## config.mk

```make
export PLATFORM = sky130hd
export DESIGN_NAME = mrc_cycle_counter
export DESIGN_NICKNAME = d
export VERILOG_FILES = /design/src/rtl/mem_result_checker_counter.sv
export SDC_FILE = /design/constraint.sdc
export NUM_CORES = 1
export LEC_CHECK = 0
export CAP_MARGIN = 20
export CORE_AREA = 2 2 39 41
export DETAILED_ROUTE_END_ITERATION = 7
export DIE_AREA = 0 0 41 43
export GPL_TIMING_DRIVEN = 0
export PLACE_DENSITY_LB_ADDON = 0.25
export SLEW_MARGIN = 15
export SYNTH_ARGS = -nofsm -noshare
export SYNTH_HDL_FRONTEND = slang
export SYNTH_SLANG_ARGS = --single-unit
```

## constraint.sdc

```tcl
create_clock -name clk -period 1.5 [get_ports clk]
set_input_delay 0.3 -clock clk [delete_from_list [all_inputs] [get_ports clk]]
set_output_delay 0.3 -clock clk [all_outputs]
set_load 0.01 [all_outputs]
```

## src/rtl/mem_result_checker_counter.sv

```systemverilog
// mrc_cycle_counter
//   Saturating up-counter used to time the wait phase of the checker.
//   clk   : system clock, rising edge
//   reset : synchronous active-low reset
//   clr   : synchronous clear to zero (wins over en)
//   en    : count enable
//   count : current value; sticks at MAX_COUNT instead of wrapping
module mrc_cycle_counter
#(
   parameter int WIDTH     = 8,
   parameter int MAX_COUNT = 255
)(
   input  logic             clk,
   input  logic             reset,
   input  logic             clr,
   input  logic             en,
   output logic [WIDTH-1:0] count
);

   localparam logic [WIDTH-1:0] LIMIT = WIDTH'(MAX_COUNT);

   // NOTE: sequential state is assigned with non-blocking (<=) only, so every
   // register sees the pre-edge values of the others.
   always_ff @(posedge clk) begin
      if (!reset) begin
         count <= '0;
      end else if (clr) begin
         count <= '0;
      end else if (en && (count != LIMIT)) begin
         count <= count + 1'b1;
      end
   end

endmodule

```

; ---- Word-level counts from Yosys, hierarchy flattened
; Index checks and enable logic that the tools add are counted.
[totals]
elab_cells = 6
register_bits = 8
inputBits = 4
output_inout_bits = 8
[op_classes]
bitwise = 1
n_reduce_logical = 2
add_sub_neg = 1
n_eq_ne = 1
[ops]
columns = cell, n
row1 = "adder 8 x 1 -> 8 bit, second input constant", 1
row2 = "inequality test 8 bit, second input constant", 1
row3 = OR reduction 2 bit, 1
row4 = logical AND 1 bit, 1
row5 = NOT 1 bit, 1

; ---- Depth between registers and ports, before layout
; Gate-level depths: netlist of run 1.
[depth]
depth_word = 2
mapped_depth = 4
depth_no_buf = 4

; ---- Least setup slack after synthesis of run 1
; OpenSTA, ideal clock, no wires.
[synth_timing]
kind = register to register
start = reg count[0]
end = reg count[5]
required_time_ns = 1.428
period_less_slack_ns = 1.281
path_stages_with_launch = 5
slack_ns = 0.219
arrival_time_ns = 1.209
n_path_buf = 0
setup_ns = 0.072
cell_sequence = dfxtp_1 ha_1 and4_4 a211oi_2 mux2i_1
[synth_between]
elab_chain_cells = 2
word_cells_on_any_way = 3
classes_between = add/sub (1) / eq/ne (1) / reduce/logical (1)
[synth_lines]
columns = item, line_no
row1 = start: declaration, 17  ; output logic [WIDTH-1:0] count
row2 = start signal: assignment, 30  ; count <= count + 1'b1;
row3 = branches (longest 2 deep; another with adder 8 x 1 -> 8 bit), n/a
; Parallel ways; which one is timed is not known.
; A chain may end at the register's enable or synchronous reset.

; ---- Worst setup path in the final report of run 1
[layout_timing]
start = reg count[0]
end = out count[0]
; No word-level cell between the ends.

==> flow_summary_export.csv, run 1 <==
group,metric,value,unit
sta,slew_viol_final,0,
clock_tree,cts_tree,"done",
sta,fin_crit_sh,97.41,%
floorplan,start_util,30.47,%
grt,grt_pass1_vias,333,
sta,timing.fmax,684.4,MHz
logic_synthesis,syn_inst,46,
logic_synthesis,seq_area_frac_synth,37.98,%
setup_path,cp_num_buf_inv,1,
grt,top_usage_layer,"met1",
finish,area_growth,40.65,%
place,dp_hpwl,682.9,um
floorplan,coreArea,0.001384,mm2
place,place_congestion,0.7449,
logic_synthesis,synth_seq_cells,8,
detailed_routing,routed_wl,922,um
clock_tree,cts_buffers,3,
detailed_routing,drc,0,
sta,hold_viol_final,0,
setup_path,path_class,"reg2out",
hold_path,hp-class,"reg2reg",
setup_path,worstPathCellList,"clkdlybuf4s50_1",
sta,period_minus_slack,1.461,ns
detailed_routing,post_drt_wl_per_cell,12.13,um
finish,layout.nets,67,
grt,overflow,0,
finish,final_layout_size_suffix_gt1_share,21.67,%
clock_tree,cts_num_sinks,8,
setup_path,slowest_delay,0.54,ns
logic_synthesis,synth_area_per_cell,9.166,um2
detailed_routing,drtAntennaViolNets,0,
grt,use_met2,16.25,%
floorplan,die_h,43,um
setup_path,critPathMaxFanout,6,
sta,tightest_slew,0.3162,ns
floorplan,io_pins,12,
finish,top_register,"count",
clock_tree,cts.clk_slew.worst_paths,0.05,ns
detailed_routing,vias,417,
logic_synthesis,yosys_warnings,0,
power_and_ir_drop,total_leakage_power,0.0003135,uW
floorplan,die_area,0.001763,mm2
detailed_routing,first_iter_violations,8,
clock_tree,htreeDepth,1,
floorplan,fp-row-count,14,
grt,grt_util_met3,3.141,%
detailed_routing,firstDrtPassIters,4,
setup_path,cp.required,1.20,ns
job,cap_violations,0,
grt,grt_start_max_net_pins,10,
setup_path,critical_path.top_delay_family,"buffers and inverters",
grt,grt_pass1_wl,1476,um
sta,setup_violations,0,
logic_synthesis,synth_nets,51,
sta,fin_setup_tns,0,ns
finish,fillCellCount,147,
finish,n_antenna_cell,0,
power_and_ir_drop,power_density,694.7,mW/mm2
clock_tree,cts_root_buffer,"clkbuf_4",
logic_synthesis,synth.cell_area,421.7,um2
floorplan,die_w,41,um
detailed_routing,vias_per_cell,5.487,
clock_tree,clockBufferDepth,2,
place,place.port_buffers,11,
sta,max_slew_margin,78.82,%
grt,track_usage,13.05,%
sta,rsz0062_at_grt,"false",
sta,holdWs,0.4841,ns
power_and_ir_drop,ir_drop,0.3247,mV
setup_path,critPathLaunchType,"flip-flop",
finish,top_regs,"count: 8 flops",
clock_tree,clock_latency,0.26,ns
finish,post-route-util,42.86,%
finish,final_cell_mix,"5 x a21oi_1, 5 x nand2_1, 5 x dfxtp_2, 5 x dlymetal6s2s_1",
setup_path,crit_slowest_cell,"clkdlybuf4s50_1",
finish,largest_reg_flops,8,
grt,use_met1,17.36,%
setup_path,arrival,1.16,ns
setup_path,crit_path_end_kind,"output pin",
logic_synthesis,yosysUniqueCellTypes,19,
grt,antenna_found_initial,0,
clock_tree,cts_hold_buf,0,
sta,finalClockSkew,0.002720,ns
outcome,status,"completed",
[logic make-up after synthesis]
logic type | synth area share (%)
AO/OA/AOI/OAI | 18.99
adder cells (fa/ha/maj) | 2.967
flip-flops | 37.98
multiplexers | 7.122
AND/OR/NAND/NOR | 32.94
[cell type report]
class / count / area, um2 / area share (%)
Multi-Input combinational cell: 38 / 264.0 / 44.51
Timing Repair Buffer: 11 / 120.1 / 20.25
Sequential cell: 8 / 166.4 / 28.06
Tap cell: 16 / 20.02 / 3.376
Clock buffer: 3 / 22.52 / 3.797
[path summary, 6_finish.rpt]
path	cells past startpoint	slack, ns	from	endpoint
max	1	0.04	count[0]	count[0]
min	1	0.48	count[3]	count[3]
min reg2reg	1	0.48	count[3]	count[3]
max reg2reg	4	0.17	count[0]	count[5]
[per-stage QoR]
stage               area, um2  setup slack, ns  power (uW)  cells
finish                  593.1          0.03892       412.0     76
global route            593.1          0.01007       433.3     76
CTS                     578.1         0.008408       418.2     76
detailed placement      551.8          -0.1676       249.7     73
global placement        551.8          -0.1073       249.4     73
floorplan               421.7           0.2191       233.4     46
[cells in the mapped netlist]
cell type,instances,area share (%)
dfxtp_1,8,38
a21oi_1,5,5.9
nand2_1,5,4.5
and4_1,4,8.3
mux2i_1,3,7.1
nand2b_1,3,4.5
nor2b_1,3,4.5
a31oi_1,2,3.0
nor3_1,2,2.4
o21ai_0,2,2.4
a211oi_2,1,3.0
a21boi_2,1,2.7
a311oi_1,1,2.1
and3_1,1,1.5
and4_4,1,2.7
ha_1,1,3.0
nand3_1,1,1.2
nand4_1,1,1.5
nor2b_2,1,2.1
[what timing repair did]
| action | 4_1_cts | 5_1_grt |
|---|---|---|
| buffers inserted | 0 | 0 |
| gates cloned | 0 | 0 |
| setup endpoints to repair | 6 | 6 |
| hold endpoints to repair | 0 | 0 |
| resized for setup | 7 | 6 |
[report_power, final]
| group | internal (uW) | switching [uW] | total (uW) |
|---|---|---|---|
| Combinational | 16.1 | 11.8 | 27.9 |
| Sequential | 215 | 2.47 | 217 |
| Clock | 91.7 | 75.2 | 167 |
| Total | 323 | 89.5 | 412 |
[layer usage]
metal / part of all wire [%] / wire length (um)
met5: 0 / 0
met4: 3.9 / 36
met3: 5.9 / 54
met2: 43 / 398
met1: 47 / 432
(Power assumes the default switching activity.)
==> inputs of run 2 (changes only) <==
--- a/constraint.sdc
+++ b/constraint.sdc
@@ -3,2 +3,2 @@
 set_output_delay 0.3 -clock clk [all_outputs]
-set_load 0.01 [all_outputs]
+set_load 0.02 [all_outputs]
==> flow_summary_export.csv, run 2 (synthesis results as in run 1) <==
group,metric,value,unit
setup_path,endpoint,"count[4]",
setup_path,critPathMaxFanout,9,
setup_path,cp_num_buf_inv,1,
job,cap_violations,0,
detailed_routing,drc,0,
clock_tree,cts_root_buffer,"clkbuf_4",
floorplan,die_w,41,um
detailed_routing,drtAntennaViolNets,0,
setup_path,r2r_end,"count[5]",
detailed_routing,vias,416,
sta,tightest_slew,0.3135,ns
finish,largest_reg_flops,8,
sta,period_minus_slack,1.393,ns
clock_tree,cts_hold_buf,0,
clock_tree,cts_setup_buffers,0,
sta,timing.fmax,718.0,MHz
setup_path,critical_path_depth,1,
hold_path,hp-start,"count[1]",
clock_tree,cts.clk_slew.worst_paths,0.05,ns
floorplan,die_area,0.001763,mm2
floorplan,io_pins,12,
finish,layout.nets,67,
power_and_ir_drop,ir_drop,0.3248,mV
power_and_ir_drop,total_leakage_power,0.0002455,uW
finish,n_antenna_cell,0,
setup_path,critical_path.top_delay_family,"flip-flops",
clock_tree,cts_num_sinks,8,
floorplan,coreArea,0.001384,mm2
place,pre_cts_slack,-0.1676,ns
finish,area_growth,34.42,%
grt,track_usage,12.95,%
grt,grt_pass1_vias,330,
floorplan,die_h,43,um
setup_path,arrival,1.09,ns
place,dp_hpwl,682.9,um
sta,rsz0062_at_grt,"false",
floorplan,fp-row-count,14,
place,place_congestion,0.7449,
grt,antenna_found_initial,0,
setup_path,ff2ff_setup_slack,0.15,ns
setup_path,rr_startpoint,"count[0]",
detailed_routing,vias_per_cell,5.474,
setup_path,path_class,"reg2out",
finish,fillCellCount,150,
detailed_routing,post_drt_wl_per_cell,12.12,um
finish,top_regs,"count: 8 flops",
sta,fin_crit_sh,92.85,%
clock_tree,htreeDepth,1,
sta,timing.final.ws_setup,0.1073,ns
sta,finalClockSkew,0.002701,ns
grt,grt_start_max_net_pins,10,
detailed_routing,routed_wl,921,um
floorplan,start_util,30.47,%
sta,slew_viol_final,0,
sta,max_slew_margin,79.00,%
place,place.port_buffers,11,
detailed_routing,firstDrtPassIters,4,
setup_path,cp.required,1.20,ns
finish,top_register,"count",
clock_tree,cts_tree,"done",
setup_path,crit_slowest_cell,"dfxtp_1",
setup_path,critPathLaunchType,"flip-flop",
sta,setup_violations,0,
hold_path,hp-class,"reg2reg",
finish,final_layout_size_suffix_gt1_share,13.33,%
clock_tree,cts_buffers,3,
setup_path,crit_path_end_kind,"output pin",
setup_path,critPathLaunch,"count[4]",
power_and_ir_drop,power_density,727.3,mW/mm2
finish,post-route-util,40.96,%
outcome,status,"completed",
grt,grt_pass1_wl,1462,um
clock_tree,clockBufferDepth,2,
clock_tree,clock_latency,0.26,ns
detailed_routing,first_iter_violations,8,
setup_path,worstPathCellList,"dlygate4sd2_1",
setup_path,r2r_cells,4,
sta,hold_viol_final,0,
setup_path,slowest_delay,0.47,ns
grt,overflow,0,
finish,final_cell_mix,"8 x dfxtp_1, 8 x dlygate4sd2_1, 5 x a21oi_1, 5 x nand2_1, 4 x and4_1",
-- run 2: changes by cell type in the layout (fill, tap and decap cells not counted) --
cell / change
dlymetal6s2s_1: -5
dfxtp_2: -5
dfxtp_1: +5
dlygate4sd2_1: +6
clkdlybuf4s50_1: -1
-- run 2: worst min-delay path by stage --
stage	to	slack, ns	cells after the start
final	count[1]	0.50	2
after global routing	count[1]	0.54	2
after CTS	count[1]	0.51	2
after detailed placement	count[1]	0.50	2
after global placement	count[1]	0.50	2
after floorplan	count[7]	0.48	2
-- run 2: through the flow --
step | hold WS (ns) | power (uW) | setup TNS, ns | instance area, um2 | std cells
4_1_cts | 0.5094 | 418.3 | 0 | 564.3 | 76
2_1_floorplan | 0.4829 | 234.8 | 0 | 421.7 | 46
3_5_place_dp | 0.5012 | 251.1 | -0.5297 | 551.8 | 73
5_1_grt | 0.5358 | 433.5 | 0 | 566.8 | 76
3_3_place_gp | 0.4954 | 250.8 | -0.3518 | 551.8 | 73
6_report | 0.5039 | 412.3 | 0 | 566.8 | 76
-- run 2: timing repair --
item                       in CTS  in global routing
resized for setup               8                  1
setup endpoints to repair       8                  1
pin swaps                       0                  0
cloned                          0                  0
-- run 2: layout make-up --
| cell class | count | area, um2 | area share [%] |
|---|---|---|---|
| Sequential cell | 8 | 160.2 | 28.26 |
| Timing Repair Buffer | 11 | 100.1 | 17.66 |
| Multi-Input combinational cell | 38 | 264.0 | 46.58 |
| Clock buffer | 3 | 22.52 | 3.974 |
| Tap cell | 16 | 20.02 | 3.532 |
-- run 2: routing by layer --
layer / global-route usage, % / up-vias / share of wire (%)
met3: 3.141 / 5 / 5.0
met1: 17.04 / 193 / 48
li1: - / 206 / -
met5: 0 / - / 0
met4: 12.00 / 0 / 3.9
met2: 16.25 / 12 / 43
-- run 2: report_power, final --
part           internal, uW  switching, uW  total [uW]
Sequential              215           2.42         217
Combinational          15.1           13.2        28.3
Clock                  91.7           75.3         167
==> inputs of run 3 (changes only) <==
- SLEW_MARGIN: 15 -> not set
==> results of run 3 <==
Final layout, timing and power as in run 2 (identical DEF).
